`src/rtl/mul_seq.sv`:
```
// Iterative RV32M multiplier (MUL/MULH/MULHSU/MULHU), radix-2 shift-add.
// All adds and sign-correction subtracts use the shared prefix adder through the add_* ports.
module mul_seq #(
  parameter int WIDTH = 32
) (
  input  logic             clk_in,
  input  logic             rst_in,
  input  logic             start_in,
  input  logic [1:0]       op_in,
  input  logic [WIDTH-1:0] rs1_in,
  input  logic [WIDTH-1:0] rs2_in,
  output logic             busy_out,
  output logic             done_out,
  output logic [WIDTH-1:0] result,
  output logic [WIDTH-1:0] add_a_out,
  output logic [WIDTH-1:0] add_b_out,
  output logic             add_cin_out,
  input  logic [WIDTH-1:0] add_sum_in,
  input  logic             add_cout_in
);

  localparam int CW = $clog2(WIDTH);

  localparam logic [1:0] OP_MUL    = 2'b00;
  localparam logic [1:0] OP_MULH   = 2'b01;
  localparam logic [1:0] OP_MULHSU = 2'b10;
  localparam logic [1:0] OP_MULHU  = 2'b11;

  typedef enum logic [2:0] {IDLE, MUL, CORR_A, CORR_B, DONE} state_t;

  state_t           state;
  state_t           next_state;
  logic [WIDTH-1:0] hi;
  logic [WIDTH-1:0] lo;
  logic [WIDTH-1:0] mcand;
  logic [WIDTH-1:0] rs2_copy;
  logic [CW-1:0]    count;
  logic [1:0]       op;
  logic             last_step;

  assign last_step = (count == CW'(WIDTH - 1));

  always_ff @(posedge clk_in) begin
    if (rst_in) state <= IDLE;
    else        state <= next_state;
  end

  always_comb begin
    next_state = state;
    unique case (state)
      IDLE, DONE: next_state = start_in ? MUL : IDLE;
      MUL: begin
        if (last_step) begin
          unique case (op)
            OP_MULH:   next_state = CORR_A;
            OP_MULHSU: next_state = CORR_B;
            default:   next_state = DONE;
          endcase
        end
      end
      CORR_A:  next_state = CORR_B;
      CORR_B:  next_state = DONE;
      default: next_state = IDLE;
    endcase
  end

  // Corrections subtract via hi + ~x + 1; x is zero when the relevant sign bit is clear.
  always_comb begin
    busy_out    = 1'b0;
    done_out    = 1'b0;
    add_a_out   = '0;
    add_b_out   = '0;
    add_cin_out = 1'b0;
    unique case (state)
      MUL: begin
        busy_out  = 1'b1;
        add_a_out = hi;
        add_b_out = lo[0] ? mcand : '0;
      end
      CORR_A: begin
        busy_out    = 1'b1;
        add_a_out   = hi;
        add_b_out   = ~(mcand[WIDTH-1] ? rs2_copy : '0);
        add_cin_out = 1'b1;
      end
      CORR_B: begin
        busy_out    = 1'b1;
        add_a_out   = hi;
        add_b_out   = (op == OP_MULH) ? ~(rs2_copy[WIDTH-1] ? mcand : '0)
                                      : ~(mcand[WIDTH-1] ? rs2_copy : '0);
        add_cin_out = 1'b1;
      end
      DONE:    done_out = 1'b1;
      default: ;
    endcase
  end

  always_ff @(posedge clk_in) begin
    if (rst_in) begin
      hi       <= '0;
      lo       <= '0;
      mcand    <= '0;
      rs2_copy <= '0;
      count    <= '0;
      op       <= '0;
      result   <= '0;
    end else begin
      unique case (state)
        IDLE, DONE: begin
          if (start_in) begin
            mcand    <= rs1_in;
            lo       <= rs2_in;
            rs2_copy <= rs2_in;
            hi       <= '0;
            count    <= '0;
            op       <= op_in;
          end
        end
        MUL: begin
          hi    <= {add_cout_in, add_sum_in[WIDTH-1:1]};
          lo    <= {add_sum_in[0], lo[WIDTH-1:1]};
          count <= count + CW'(1);
          // Unsigned ops finish here, so capture the product word on the way into DONE.
          if (last_step && op == OP_MUL)
            result <= {add_sum_in[0], lo[WIDTH-1:1]};
          else if (last_step && op == OP_MULHU)
            result <= {add_cout_in, add_sum_in[WIDTH-1:1]};
        end
        CORR_A: hi <= add_sum_in;
        CORR_B: begin
          hi     <= add_sum_in;
          result <= add_sum_in;
        end
        default: ;
      endcase
    end
  end

endmodule

```
`config.mk`:
```
export PLATFORM = sky130hd
export DESIGN_NAME = mul_seq
export DESIGN_NICKNAME = d
export VERILOG_FILES = /design/src/rtl/mul_seq.sv
export SDC_FILE = /design/constraint.sdc
export NUM_CORES = 1
export LEC_CHECK = 0
export CAP_MARGIN = 20
export CELL_PAD_IN_SITES_DETAIL_PLACEMENT = 0
export CELL_PAD_IN_SITES_GLOBAL_PLACEMENT = 2
export CORE_ASPECT_RATIO = 0.9
export CORE_MARGIN = 1.5
export CORE_UTILIZATION = 29
export CTS_CLUSTER_DIAMETER = 200
export DETAILED_ROUTE_END_ITERATION = 7
export GPL_TIMING_DRIVEN = 0
export PLACE_DENSITY = 0.89
export SETUP_SLACK_MARGIN = 0.4
export SLEW_MARGIN = 20
export SYNTH_ARGS = -nofsm -noshare
export SYNTH_HDL_FRONTEND = slang
export SYNTH_SLANG_ARGS = --single-unit
```
`constraint.sdc`:
```
create_clock -name clk_in -period 2.5 [get_ports clk_in]
set_input_delay 0.375 -clock clk_in [delete_from_list [all_inputs] [get_ports clk_in]]
set_output_delay 0.375 -clock clk_in [all_outputs]
set_load 0.02 [all_outputs]
```
Word-level counts from Yosys, hierarchy flattened
Cells that the tools add are included.
{"block": "totals", "register_bits": 170, "input_bits": 102, "output_inout_bits": 99}
{"block": "op_classes", "addsub": 1, "eq_ne": 11, "n_mux": 22, "bitwise_logic": 2, "n_reduce_logical": 14}
{"operator": "32-bit two-way mux", "count": 9}
{"operator": "32-bit case mux with 3 select lines", "count": 2}
{"operator": "32-bit case mux with 2 select lines", "count": 2}
{"operator": "32-bit inverter", "count": 2}
{"operator": "3-bit case mux with 4 select lines", "count": 1}
{"operator": "5-bit case mux with 2 select lines", "count": 1}
{"operator": "2-bit AND reduction", "count": 4}
{"operator": "3-bit by 2-bit == test with 1-bit output (second input constant)", "count": 2}
{"operator": "3-bit case mux with 2 select lines", "count": 1}
{"operator": "5-bit by 1-bit adder with 5-bit output (second input constant)", "count": 1}
{"operator": "5-bit == test (second input constant)", "count": 1}
{"operator": "5-bit two-way mux", "count": 1}
{"operator": "2-bit == test (second input constant)", "count": 2}
{"operator": "1-bit two-way mux", "count": 4}
{"operator": "2-bit != test (second input constant)", "count": 2}
{"operator": "2-bit nonzero test", "count": 2}
{"operator": "2-bit OR reduction", "count": 2}
{"operator": "3-bit by 1-bit == test with 1-bit output (second input constant)", "count": 1}
{"operator": "3-bit == test (second input constant)", "count": 1}
{"operator": "3-bit zero test", "count": 1}
{"operator": "3-bit two-way mux", "count": 1}
{"operator": "3-bit != test (second input constant)", "count": 1}
{"operator": "3-bit nonzero test", "count": 1}
{"operator": "3-bit OR reduction", "count": 1}
{"operator": "3 further kinds", "count": 4}

Logic depth before layout (Yosys ltp)
Gate-level depths: netlist (run 1).
{"block": "depth", "word_depth": 5, "mapped_depth": 8, "depth_no_buf": 6}

Least setup slack after synthesis (run 1)
Ideal clock, no wire load.
{"block": "synth_path", "path_type": "reg2out", "start": "register op[1]", "end": "output port add_b_out[11]", "arrival_time_ns": 1.421, "slack_ns": 0.704, "stages_incl_launch_ff": 8, "n_path_buf": 2, "cell_sequence": "dfxtp_1 > inv_1 > ha_1 > clkbuf_1 > clkbuf_1 > nand3_1 > o211ai_1 > nand3_1"}
{"block": "synth_via", "elab_chain_cells": 3}
{"element": "from (decl)", "line": "38", "text": "logic [1:0] op;"}
{"element": "from (signal assigned)", "line": "116", "text": "op <= op_in;"}
{"element": "2-bit by 1-bit == test with 1-bit output", "line": "89", "text": "add_b_out = (op == OP_MULH) ? ~(rs2_copy[WIDTH-1] ? mcand : '0)"}
{"element": "32-bit two-way mux", "line": "89"}
{"element": "32-bit case mux with 3 select lines", "line": "74", "text": "unique case (state)"}
{"element": "to (decl)", "line": "16", "text": "output logic [WIDTH-1:0] add_b_out,"}
Every way passes these cells.

Worst setup path in the final report (run 1)
{"block": "layout_path", "start": "register state[1]", "end": "output port add_b_out[22]"}
{"block": "layout_via", "elab_chain_cells": 2, "elab_cells_between_ends": 4, "classes_between": "3 x eq/ne; 1 x mux"}
{"element": "from (decl)", "line": "31", "text": "state_t state;"}
{"element": "from (signal assigned)", "line": "45", "text": "else state <= next_state;"}
{"element": "3-bit by 2-bit == test with 1-bit output / 3-bit by 1-bit == test with 1-bit output (equally long branches)", "line": "74"}
{"element": "32-bit case mux with 3 select lines *", "line": "74"}
Mark *: on every way between the ends. The rest lies on a longest branch, timed or not.

==> results of run 1 <==
==> layout make-up <==
cell class                      instances  share of cell area
Inverter                                5            0.001829
Sequential cell                       170              0.2630
Buffer                                139             0.07135
Clock inverter                         14            0.009532
Multi-Input combinational cell        914              0.4140
Clock buffer                           18             0.03380
Tap cell                              409             0.03938
Timing Repair Buffer                  227              0.1671
==> worst max-delay path by stage <==
stage	from	endpoint	slack, ns
finish	state[1]	add_b_out[22]	0.24
global route	state[1]	add_b_out[12]	0.20
CTS	state[2]	add_b_out[28]	0.26
detailed placement	state[0]	add_b_out[21]	-0.20
global placement	state[0]	add_b_out[21]	-0.21
floorplan	op[1]	add_b_out[11]	0.70
==> cell usage in the layout (no fill, tap or decap), types with 3 or more instances in the layout <==
cell,netlist,final
dfxtp_1,170,164
inv_6,0,8
clkbuf_1,76,44
nand3_1,130,99
a21oi_1,104,104
clkdlybuf4s50_1,0,132
clkbuf_4,0,9
a21boi_0,32,32
buf_4,8,30
dlygate4sd2_1,0,4
nand2_4,0,3
ha_1,6,4
and2_1,33,32
o31ai_1,32,32
a31oi_1,64,64
nand4b_1,33,33
and3_1,33,33
clkbuf_8,0,9
inv_1,5,3
buf_8,0,11
nand3_2,0,31
nand2b_1,4,4
clkbuf_2,0,10
nand3b_1,32,32
nand2_1,294,276
dfxtp_2,0,3
a21o_1,32,32
dfxtp_4,0,3
nand2_2,0,15
o211ai_1,63,63
buf_6,3,46
clkinv_4,0,3
buf_2,52,68
clkbuf_16,0,21
==> timing repair <==
action                                  in CTS  in global routing
cloned                                       3                  4
endpoints found under the setup margin      97                 75
resized for setup                          440                 85
buffers inserted                            15                  6
pin swaps                                   19                 25
==> cells in the mapped netlist (all sizes together) <==
cell type / instances / area share
nand2: 294 / 0.12
dfxtp: 170 / 0.37
nand3: 130 / 0.071
a21oi: 104 / 0.057
clkbuf: 76 / 0.031
a31oi: 64 / 0.044
buf: 63 / 0.039
o211ai: 63 / 0.052
and2: 33 / 0.023
and3: 33 / 0.023
nand4b: 33 / 0.032
a21boi: 32 / 0.026
a21o: 32 / 0.026
nand3b: 32 / 0.026
o31ai: 32 / 0.026
ha: 6 / 0.0082
inv: 5 / 0.0020
nand2b: 4 / 0.0027
nor3b: 3 / 0.0036
a311oi: 2 / 0.0026
nor2: 2 / 0.00082
nor2b: 2 / 0.0014
o21bai: 2 / 0.0020
or3b: 2 / 0.0019
a211oi: 1 / 0.00082
a22o: 1 / 0.00096
a41oi: 1 / 0.00096
and3b: 1 / 0.00096
nor3: 1 / 0.0011
nor4b: 1 / 0.00096
nor4bb: 1 / 0.0011
o21a: 1 / 0.00082
o21ai: 1 / 0.00055
==> kinds of logic (layout without fill, tap and decap cells) <==
| family | Yosys count | after routing | synth area share |
|---|---|---|---|
| buffers and inverters | 144 | 403 | 0.07185 |
| AOI/OAI and AO/OA | 336 | 336 | 0.2396 |
| and+or+nand+nor | 572 | 572 | 0.3088 |
| adders and majority gates | 6 | 6 | 0.008195 |
| DFF | 170 | 170 | 0.3715 |
==> flip-flops by register name, indices dropped and copies added (netlist names) <==
signal	count
hi	32
lo	32
mcand	32
result	32
rs2_copy	32
count	5
state	3
op	2
==> through the flow <==
stage	worst slack (ns)	cell area (um^2)	TNS, ns
6_report	0.2395	13000	0
5_1_grt	0.2001	13000	0
4_1_cts	0.2613	12720	0
3_5_place_dp	-0.2044	11660	-5.680
3_3_place_gp	-0.2079	11660	-5.422
2_1_floorplan	0.7038	9160	0
==> layer usage <==
layer	GRT usage	wire length, um
met3	0.03775	1871
met5	0	11
met2	0.3369	16270
met1	0.3020	17600
met4	0.05888	594
==> worst max-delay path: stages (launching register included) <==
cell and delay (ns):
dfxtp_2 0.34, buf_8 0.13, nor4bb_4 0.32, buf_6 0.22
clkbuf_16 0.17, nand2_1 0.06, nand3_2 0.09, buf_6 0.12
==> power groups by stage <==
stage	clock, mW	sequential, mW	combinational [mW]
2_1_floorplan	0	2.97	0.542
3_3_place_gp	0	3.00	0.967
3_5_place_dp	0	3.00	0.976
4_1_cts	2.65	2.94	1.04
5_1_grt	2.77	2.96	1.16
6_report	2.63	2.94	1.07
==> reports/summary.txt, run 1 <==
Slew Viols, Final: 0
Net Sw Frac: 0.3043
clk_lat worst skew: 0.44 ns
antenna violations before repair: 1
slew at the pin with the worst max-slew slack: 0.8108 ns
first-pass GRT wire length: 54.20 mm
Pleak: 5.009 nW
r2r startpoint: count[0]
power consumption: 6.647 mW
overflow left after global routing: 0
syn_nets: 1,336
Core Area: 0.03099 mm^2
Worst EP required: 2.12 ns
Clock transition at path regs: 0.07 ns
WL final: 36.35 mm
TritonRoute pass-1 iters: 7
status: completed
Fin. Hold Viols: 0
Finished Core Util: 0.4194
area delta synth->final: 41.87%
FILL cells: 3,239
antenna-violating nets left: 0
WHS: 0.4583 ns
distinct cell type count after synthesis: 38
pwr dens: 511.5 mW/mm^2
Port-buffer cells: 199
hold buffers post-CTS: 0
Setup CP Type: reg -> out
period utilisation layout: 0.9042
maximum clock path buffer count: 2
total track usage: 0.2151
Final setup viols: 0
share of layout cells above drive strength 1: 0.1930
Gate power share: 0.161
Via density: 5.344
Final nets: 1,582
die area: 0.03266 mm^2
setup slack, reg-to-reg: 0.48 ns
FMAX: 442.4 MHz
Multi-input gate area: 0.005380 mm^2
mapped cell area: 0.009160 mm^2
Post-Syn Area per Cell: 7.459 um^2
Diodes inserted: 0
post-layout min period: 2.260 ns
hold depth: 2
largest net degree at the start of global routing: 18
clk sinks: 170
Critical Path AT: 1.89 ns
CTS tree: built
RSZ-0062 raised after global routing: yes
Die Wd: 190.3 um
clock skew after layout: 0.01573 ns
startpoint types: flip-flop
1st-iter DRT viols: 806
Post-Layout Cell Count: 1,896
drt drc: 0
Hold WC Path Type: reg -> reg
Sequential Area: 0.003418 mm^2
I/O Pins: 201
maximum fanout along the worst path: 8
part of the Yosys area used for sequential elements: 0.3715
die height: 171.6 um
Mapped Cells: 1,228
#FFs+latches synth: 170
reg2reg end: result[11]
R2R cell count: 7
gp weighted congestion: 0.8412
HP Start: rs2_copy[17]
hpwl dp: 27.40 mm
YS warnings: 0
drt wl/cell: 19.17 um
Vias: 10,130
Relative slew margins: 0.4595
H-tree Lvls: 4
hold endpoint: rs2_copy[17]
Initial Utilization: 0.2956
Clock power frac: 0.396
TritonCTS Buffers: 17
sequential share of power: 0.443
Max-Cap Viols: 0
CTS Root Cell: clkbuf_16
dpl cells: 1,836
switching power: 2.023 mW
# rows: 61
CP endpoint kind: output pin
Int Pwr: 4.625 mW
vias in the first global route: 9,637
Peak VDD IR: 461.1 uV
No activity file was read; power rests on OpenSTA's default activity.
==> run 2, diff against run 1 <==
Settings changed: ABC_CLOCK_PERIOD_IN_PS set to 2500, PLACE_DENSITY 0.89 to 0.85.
==> reports/summary.txt, run 2 (same netlist as run 1, synthesis figures left out) <==
Die Wd: 190.3 um
R2R cell count: 8
Via density: 5.317
slew at the pin with the worst max-slew slack: 0.7868 ns
dpl cells: 1,836
H-tree Lvls: 4
most common cell after layout, fill and taps aside: nand2_1
power consumption: 6.535 mW
post-layout min period: 2.221 ns
Core Area: 0.03099 mm^2
Clock transition at path regs: 0.07 ns
commonest cells after routing, fill and taps aside: nand2_1, dfxtp_1, clkdlybuf4s50_1
Fin. Hold Viols: 0
die area: 0.03266 mm^2
drt drc: 0
FILL cells: 3,296
Max-Cap Viols: 0
Worst EP required: 2.12 ns
total track usage: 0.2142
TritonRoute pass-1 iters: 5
area delta synth->final: 39.88%
Port-buffer cells: 199
RSZ-0062 raised after global routing: yes
CTS Root Cell: clkbuf_16
clock skew after layout: 0.01325 ns
antenna-violating nets left: 0
Hold WC Path Type: reg -> reg
Relative slew margins: 0.4755
CP endpoint kind: output pin
hold depth: 2
Final setup viols: 0
vias in the first global route: 9,424
Setup CP Type: reg -> out
# rows: 61
maximum fanout along the worst path: 10
status: completed
Peak VDD IR: 482.9 uV
largest net degree at the start of global routing: 17
1st-iter DRT viols: 764
pwr dens: 510.0 mW/mm^2
I/O Pins: 201
period utilisation layout: 0.8883
Pleak: 4.851 nW
Sequential Area: 0.003416 mm^2
clk_lat worst skew: 0.45 ns
maximum clock path buffer count: 2
Critical Path AT: 1.85 ns
die height: 171.6 um
CTS tree: built
Diodes inserted: 0
Vias: 10,040
hpwl dp: 27.64 mm
overflow left after global routing: 0
gp weighted congestion: 0.8174
share of layout cells above drive strength 1: 0.1797
WL final: 35.68 mm
Initial Utilization: 0.2956
first-pass GRT wire length: 54.05 mm
Final nets: 1,575
TritonCTS Buffers: 17
startpoint types: flip-flop
antenna violations before repair: 0
FMAX: 450.3 MHz
Multi-input gate area: 0.005315 mm^2
clk sinks: 170
drt wl/cell: 18.89 um
Finished Core Util: 0.4135
Post-Layout Cell Count: 1,889
Slew Viols, Final: 0
## run 2: routing by layer
metal  vias up  share of wire  track usage  wire length [um]
met2       295           0.45       0.3311             15880
met1      4859           0.49       0.3081             17380
met3        31          0.052      0.03061              1859
met5         -              0            0                 0
met4         0          0.016      0.05888               563
li1       4858              -            -                 -
## run 2: final timing paths
kind                    to  slack (ns)          from
min           rs2_copy[29]        0.46  rs2_copy[29]
min reg2reg   rs2_copy[29]        0.46  rs2_copy[29]
max          add_b_out[23]        0.28      state[2]
max reg2reg      result[9]        0.55      count[1]
## run 2: what timing repair did
| action | CTS | global route |
|---|---|---|
| pin swaps | 17 | 14 |
| gates resized for setup | 442 | 59 |
| hold buffers | 0 | 0 |
| setup buffers | 9 | 8 |
| hold endpoints to repair | 0 | 0 |
| endpoints found under the setup margin | 97 | 73 |
| gates cloned | 4 | 0 |
## run 2: critical path: stages (launching register included)
cell and delay, ns:
dfxtp_2 0.33, buf_6 0.13, nor4bb_4 0.31, buf_6 0.19, buf_8 0.14, nand2_1 0.06
nand3_1 0.09, buf_4 0.14
## run 2: area by class of cell
type / instances / share of cell area
plain buffers: 139 / 0.07363
clock buffers: 20 / 0.03564
clock inverters: 12 / 0.006933
inverters: 5 / 0.001660
multi-input cells: 914 / 0.4148
flip-flops and latches: 170 / 0.2666
well taps: 409 / 0.03994
repair buffers: 220 / 0.1608
## run 2: power breakdown
part | internal (mW) | switching, mW
clock network | 1.33 | 1.21
logic | 0.429 | 0.626
registers | 2.84 | 0.0965
total | 4.60 | 1.93
## run 2: through the flow
step	TNS (ns)	instance area, um^2	setup WS [ns]	hold slack (ns)
global route	0	12810	0.1788	0.4810
detailed placement	-5.623	11660	-0.2084	0.4482
CTS	0	12630	0.2444	0.4590
global placement	-5.549	11660	-0.2029	0.4428
finish	0	12810	0.2792	0.4560
floorplan	0	9160	0.7038	0.4364
